==> config.mk <==
export PLATFORM = sky130hd
export DESIGN_NAME = arm_verilog
export DESIGN_NICKNAME = d
export VERILOG_FILES = /design/src/rtl/arm_verilog.sv
export SDC_FILE = /design/constraint.sdc
export NUM_CORES = 1
export LEC_CHECK = 0
export CAP_MARGIN = 20
export CORE_MARGIN = 2
export CORE_UTILIZATION = 45
export DETAILED_ROUTE_END_ITERATION = 16
export PLACE_DENSITY = 0.69
export SYNTH_ARGS = -nofsm -noshare
export SYNTH_HDL_FRONTEND = slang
export SYNTH_SLANG_ARGS = --single-unit
export TNS_END_PERCENT = 5
==> constraint.sdc <==
create_clock -name clk_in -period 4.85 [get_ports clk_in]
set_clock_uncertainty 0.1 [all_clocks]
set_input_delay 1.455 -clock clk_in [delete_from_list [all_inputs] [get_ports clk_in]]
set_output_delay 1.455 -clock clk_in [all_outputs]
set_load 0.03 [all_outputs]
==> src/rtl/arm_verilog.sv <==
// Two-wire serial transmitter: start, 7 address bits, 8 data bits (MSB first), stop.
// Outputs are registered and always driven; the line idles at OutD=1, OutC=1.
//
//   state   | meaning
//   IDLE    | line idle (1/1), waiting for Go
//   START   | start condition: OutD low while OutC high
//   BIT_LO  | OutC low, OutD presents the current bit
//   BIT_HI  | OutC high, OutD holds the current bit
//   STOP_LO | OutC low, OutD low ahead of the stop
//   STOP_HI | OutC high, OutD low; rises to idle on the next edge
module arm_verilog (
    output logic       OutD,
    output logic       OutC,
    input  logic [7:0] D,
    input  logic [6:0] A,
    input  logic       Go,
    input  logic       clk_in,
    input  logic       reset_n
);

    typedef enum logic [2:0] {
        IDLE,
        START,
        BIT_LO,
        BIT_HI,
        STOP_LO,
        STOP_HI
    } state_t;

    state_t      state;
    logic [3:0]  bit_cnt;
    logic [14:0] shift_reg;

    // Outputs are assigned alongside the transition so they reflect the state being entered.
    always_ff @(posedge clk_in) begin
        if (reset_n) begin
            state     <= IDLE;
            bit_cnt   <= 4'd0;
            shift_reg <= 15'd0;
            OutD      <= 1'b1;
            OutC      <= 1'b1;
        end else begin
            case (state)
                IDLE: begin
                    if (Go) begin
                        shift_reg <= {A, D};
                        bit_cnt   <= 4'd0;
                        state     <= START;
                        OutD      <= 1'b0;
                        OutC      <= 1'b1;
                    end
                end
                START: begin
                    state <= BIT_LO;
                    OutC  <= 1'b0;
                    OutD  <= shift_reg[14];
                end
                BIT_LO: begin
                    state <= BIT_HI;
                    OutC  <= 1'b1;
                end
                BIT_HI: begin
                    OutC <= 1'b0;
                    if (bit_cnt == 4'd14) begin
                        state <= STOP_LO;
                        OutD  <= 1'b0;
                    end else begin
                        state     <= BIT_LO;
                        bit_cnt   <= bit_cnt + 4'd1;
                        shift_reg <= {shift_reg[13:0], 1'b0};
                        OutD      <= shift_reg[13];
                    end
                end
                STOP_LO: begin
                    state <= STOP_HI;
                    OutC  <= 1'b1;
                    OutD  <= 1'b0;
                end
                STOP_HI: begin
                    state   <= IDLE;
                    bit_cnt <= 4'd0;
                    OutC    <= 1'b1;
                    OutD    <= 1'b1;
                end
                default: begin
                    state <= IDLE;
                    OutC  <= 1'b1;
                    OutD  <= 1'b1;
                end
            endcase
        end
    end

endmodule

# ---- Yosys cells after proc, flatten, opt, wreduce, memory -nomap -nowiden
# Index checks and enable logic that the tools add are counted.
dict set report classes {
  reduce_logical 7
  eq_ne 8
  n_bitwise 1
  muxes 14
  addsub 1
}
# op count
set op_table {}
lappend op_table {{$mux 15} 2}
lappend op_table {{$pmux 15 s2} 1}
lappend op_table {{$pmux 3 s5} 1}
lappend op_table {{$pmux 4 s3} 1}
lappend op_table {{$mux 4} 2}
lappend op_table {{$eq 3x2->1 const B} 2}
lappend op_table {{$eq 3x3->1 const B} 2}
lappend op_table {{$mux 3} 2}
lappend op_table {{$reduce_and 3->1} 2}
lappend op_table {{$pmux 1 s5} 1}
lappend op_table {{$add 4x1->4 const B} 1}
lappend op_table {{$eq 4x4->1 const B} 1}
lappend op_table {{$ne 2x2->1 const B} 2}
lappend op_table {{$eq 3x1->1 const B} 1}
lappend op_table {{$logic_not 3->1} 1}
lappend op_table {{$mux 1} 3}
lappend op_table {{$reduce_bool 3->1} 1}
lappend op_table {{$pmux 1 s2} 1}
lappend op_table {{$reduce_and 2->1} 1}
lappend op_table {{$reduce_bool 2->1} 1}
lappend op_table {{$reduce_or 2->1} 1}
lappend op_table {{$not 1->1} 1}
dict set report word_totals {
  output_inout_bits 2
  input_bits 18
  ff_bits 24
  elab_cells 36
}

# ---- Depth between registers and ports, before layout
dict set report logic_depth {
  word_depth 3
  depth_mapped 7
  mapped_depth_nobuf 6
}

# ---- Least setup slack after synthesis
# No wires, ideal clock.
dict set report synth_timing {
  path_type {input -> register}
  start {input Go}
  end {register bit_cnt[2]}
  n_path_buf 1
  t_required_ps 4662
  setup_slack_ps 2408
  arrival_ps 2254
  setup_ps 88
  cell_stages 5
  cell_sequence {nor2b_1 > o2bb2ai_2 > buf_6 > a31o_4 > a311oi_2}
}
dict set report synth_between {
  elab_chain_len 2
}
# item line
set synth_rtl {}
lappend synth_rtl {{start: declaration} 16} ;# input logic Go,
lappend synth_rtl {{$ne 2x2->1 (no line)} n/a}
lappend synth_rtl {{$reduce_and 3->1 (no line)} n/a}
lappend synth_rtl {{end signal: assignment} 69} ;# bit_cnt <= bit_cnt + 4'd1;
lappend synth_rtl {{end: declaration} 31} ;# logic [3:0] bit_cnt;
# No other way between the ends.
# A chain may end at the register's enable or synchronous reset.

==> results.sh <==
export IMPL_outcome="complete, no violations"
export IMPL_dp_cells=179
export IMPL_core_area_um2=2480
export IMPL_grt_overflow_total=0
export IMPL_worst_path_max_fanout=26
export IMPL_post_drt_wl_per_cell_um=13.4
export IMPL_transition_time_at_the_pin_with_the_least_slew_margin_ns=0.904
export IMPL_post_synth_cell_area_avg_um2=8.21
export IMPL_area_growth_synth_to_final_pct=16.7
export IMPL_synth_flop_cell="sky130_fd_sc_hd__dfxtp_1"
export IMPL_slew_headroom=0.395
export IMPL_horizontal_die_dimension_um=55.3
export IMPL_dp_hpwl_um=1640
export IMPL_postSynthCellCount=144
export IMPL_critical_path_class="in -> reg"
export IMPL_fmax_mhz=341
export IMPL_clock_tree_root_buffer_cell="sky130_fd_sc_hd__clkbuf_4"
export IMPL_firstDrtPassIters=4
export IMPL_drt_iter0_markers=18
export IMPL_placementRows=18
export IMPL_ys_ff_latch=24
export IMPL_synth_cells_most_frequent="24 x sky130_fd_sc_hd__dfxtp_1, 23 x sky130_fd_sc_hd__nor2_1, 15 x sky130_fd_sc_hd__nand2_1, 15 x sky130_fd_sc_hd__nand3_1, 14 x sky130_fd_sc_hd__a311oi_1"
export IMPL_layout_area_seq_um2=480
export IMPL_synth_largest_area_cell="sky130_fd_sc_hd__dfxtp_1"
export IMPL_yosys_warns=0
export IMPL_mappedNetlistArea_um2=1180
export IMPL_setup_tns_final_ns=0
export IMPL_clock_buffer_count_from_cts=3
export IMPL_worst_ep_required_time_ns=4.99
export IMPL_final_period_minus_worst_setup_slack_ns=2.93
export IMPL_synth_distinct_cells=34
export IMPL_multi_input_comb_area_um2=623
export IMPL_port_buffer_count=19
export IMPL_grt_start_max_net_pins=30
export IMPL_worst_ir_drop_vdd_uv=145
export IMPL_initial_antenna_violation_count=0
export IMPL_clock_sinks=24
export IMPL_ratio_of_cells_with_drive_above_1_in_the_final_layout=0.0784
export IMPL_final_cells=183
export IMPL_drc_errors=0
export IMPL_postCtsResizedCells=0
export IMPL_clk_pin_slew_ns=0.12
export IMPL_cells_taking_the_most_area_after_synthesis="sky130_fd_sc_hd__dfxtp_1 41%, sky130_fd_sc_hd__a311oi_1 10%, sky130_fd_sc_hd__nor2_1 7.3%, sky130_fd_sc_hd__nand3_1 6.3%, sky130_fd_sc_hd__nand2_1 4.8%"
export IMPL_sequential_to_total_area_share_from_yosys_stat=0.406
export IMPL_critPathSlowestCell="sky130_fd_sc_hd__clkdlybuf4s50_1"
export IMPL_final_clock_period_utilization_by_the_worst_path=0.604
export IMPL_design_final_nets=175
export IMPL_grt_pass1_wl_um=4240
export IMPL_most_frequently_used_cell_type_in_the_post_synthesis_netlist="sky130_fd_sc_hd__dfxtp_1"
export IMPL_dr_total_vias=1053
export IMPL_timing_max_transition_violations_final=0
export IMPL_hold_viol_final=0
export IMPL_antenna_cells_inserted=0
export IMPL_clock_insertion_delay_worst_skew_ns=0.30
export IMPL_clk_path_buf_depth=2
export IMPL_cts_tree="built"
export IMPL_final_cell_area_um2=1380
export IMPL_critPathLaunchType="input port"
export IMPL_totalWireLength_um=2450
export IMPL_post_route_antenna_net_violation_count=0
export IMPL_p_leak_nw=0.494
export IMPL_power_per_cell_area_nw_per_um2=282
export IMPL_worst_ep_arrival_time_ns=3.07
export IMPL_track_usage=0.167
export IMPL_post_cts_hold_buffer_count=0
export IMPL_dpl_instance_area_um2=1340
export IMPL_final_critical_path_setup_slack_ns=1.92
export IMPL_critical_path_max_stage_delay_ns=0.86
export IMPL_maxCapViolations=0
export IMPL_synth_edff_count=0
export IMPL_holdCritPathClass="reg -> reg"
export IMPL_filler_cell_count=245
export IMPL_floorplan_die_height_um=55.3
export IMPL_asyncSetResetFlopFracSynth=0
export IMPL_worstPathCellList="clkdlybuf4s50_1, or3_1, o22ai_1"
export IMPL_post_cts_buffers=0
export IMPL_unrepaired_setup_endpoints_after_global_routing="no"
export IMPL_preCtsSetupSlack_ns=1.52
export IMPL_place_gp_congestion=0.793
export IMPL_mappedNetlistNets=164
export IMPL_htree_levels=1
export IMPL_die_area_um2=3050
export IMPL_end_kind="flip-flop"
export IMPL_largest_register_ff_count=15
export IMPL_setup_viol=0
export IMPL_netlist_area_leader_share=0.406
export IMPL_initial_utilization=0.477
export IMPL_io_pins=20
export IMPL_grt_pass1_vias=982
export IMPL_via_per_inst=5.75
[cell usage in the layout, fill, tap and decap left out, types with 3 or more instances in the layout]
master	netlist	routed
sky130_fd_sc_hd__clkdlybuf4s50_1	0	19
sky130_fd_sc_hd__nand3_1	15	15
sky130_fd_sc_hd__nor2_1	23	23
sky130_fd_sc_hd__nand2_1	15	15
sky130_fd_sc_hd__a21oi_1	5	5
sky130_fd_sc_hd__or2_2	3	3
sky130_fd_sc_hd__a311oi_1	14	14
sky130_fd_sc_hd__o21ai_0	4	4
sky130_fd_sc_hd__clkbuf_4	0	3
sky130_fd_sc_hd__dfxtp_1	24	24
sky130_fd_sc_hd__inv_1	3	3
[layout make-up]
class | count | share of cell area
clock buffers | 3 | 0.0163
repair buffers | 20 | 0.149
well taps | 30 | 0.0272
multi-input cells | 103 | 0.451
flip-flops and latches | 24 | 0.348
inverters | 3 | 0.00816
[worst max-delay path, delay by kind of cell]
family / cells / cell delay, ns
buffers and inverters: 1 / 0.86
and+or+nand+nor: 1 / 0.59
AOI/OAI and AO/OA: 1 / 0.16
[per-layer routing]
| metal | up-vias | track usage | share of wire |
|---|---|---|---|
| met2 | 16 | 0.298 | 0.48 |
| met1 | 493 | 0.202 | 0.48 |
| li1 | 540 | - | - |
| met5 | - | 0 | 0 |
| met3 | 4 | 0.0304 | 0.028 |
| met4 | 0 | 0.0523 | 0.0074 |
[final timing paths]
path	startpoint	to	slack, ns	cells past startpoint
setup / recovery	reset_n	bit_cnt[0]	1.92	3
hold / removal	shift_reg[6]	shift_reg[7]	0.40	2
setup reg to reg	state[0]	shift_reg[6]	2.43	5
hold reg to reg	shift_reg[6]	shift_reg[7]	0.40	2
[kinds of logic (layout without fill, tap and decap cells)]
group / count (synthesis) / after routing / synth area share
and+or+nand+nor: 67 / 67 / 0.262
xor gates and xnor gates: 1 / 1 / 0.00741
DFF: 24 / 24 / 0.406
adders and majority gates: 2 / 2 / 0.0212
buffers and inverters: 17 / 26 / 0.0667
AOI/OAI and AO/OA: 33 / 33 / 0.236
[stage by stage]
step | hold slack [ns] | power [W] | utilization
after floorplan | 0.363 | 0.000284 | -
after global placement | 0.374 | 0.000305 | 0.542
after detailed placement | 0.388 | 0.000308 | 0.542
after CTS | 0.408 | 0.000393 | 0.551
after global routing | 0.417 | 0.000413 | 0.557
final | 0.401 | 0.000390 | 0.557
[power by group]
part / total [W] / leakage, nW / internal [W] / switching [W]
Sequential: 0.000232 / 0.198 / 0.000214 / 0.0000182
Combinational: 0.0000730 / 0.282 / 0.0000379 / 0.0000351
Clock: 0.0000844 / 0.0138 / 0.0000290 / 0.0000554
Total: 0.000390 / 0.494 / 0.000281 / 0.000109
(Power assumes the default switching activity.)
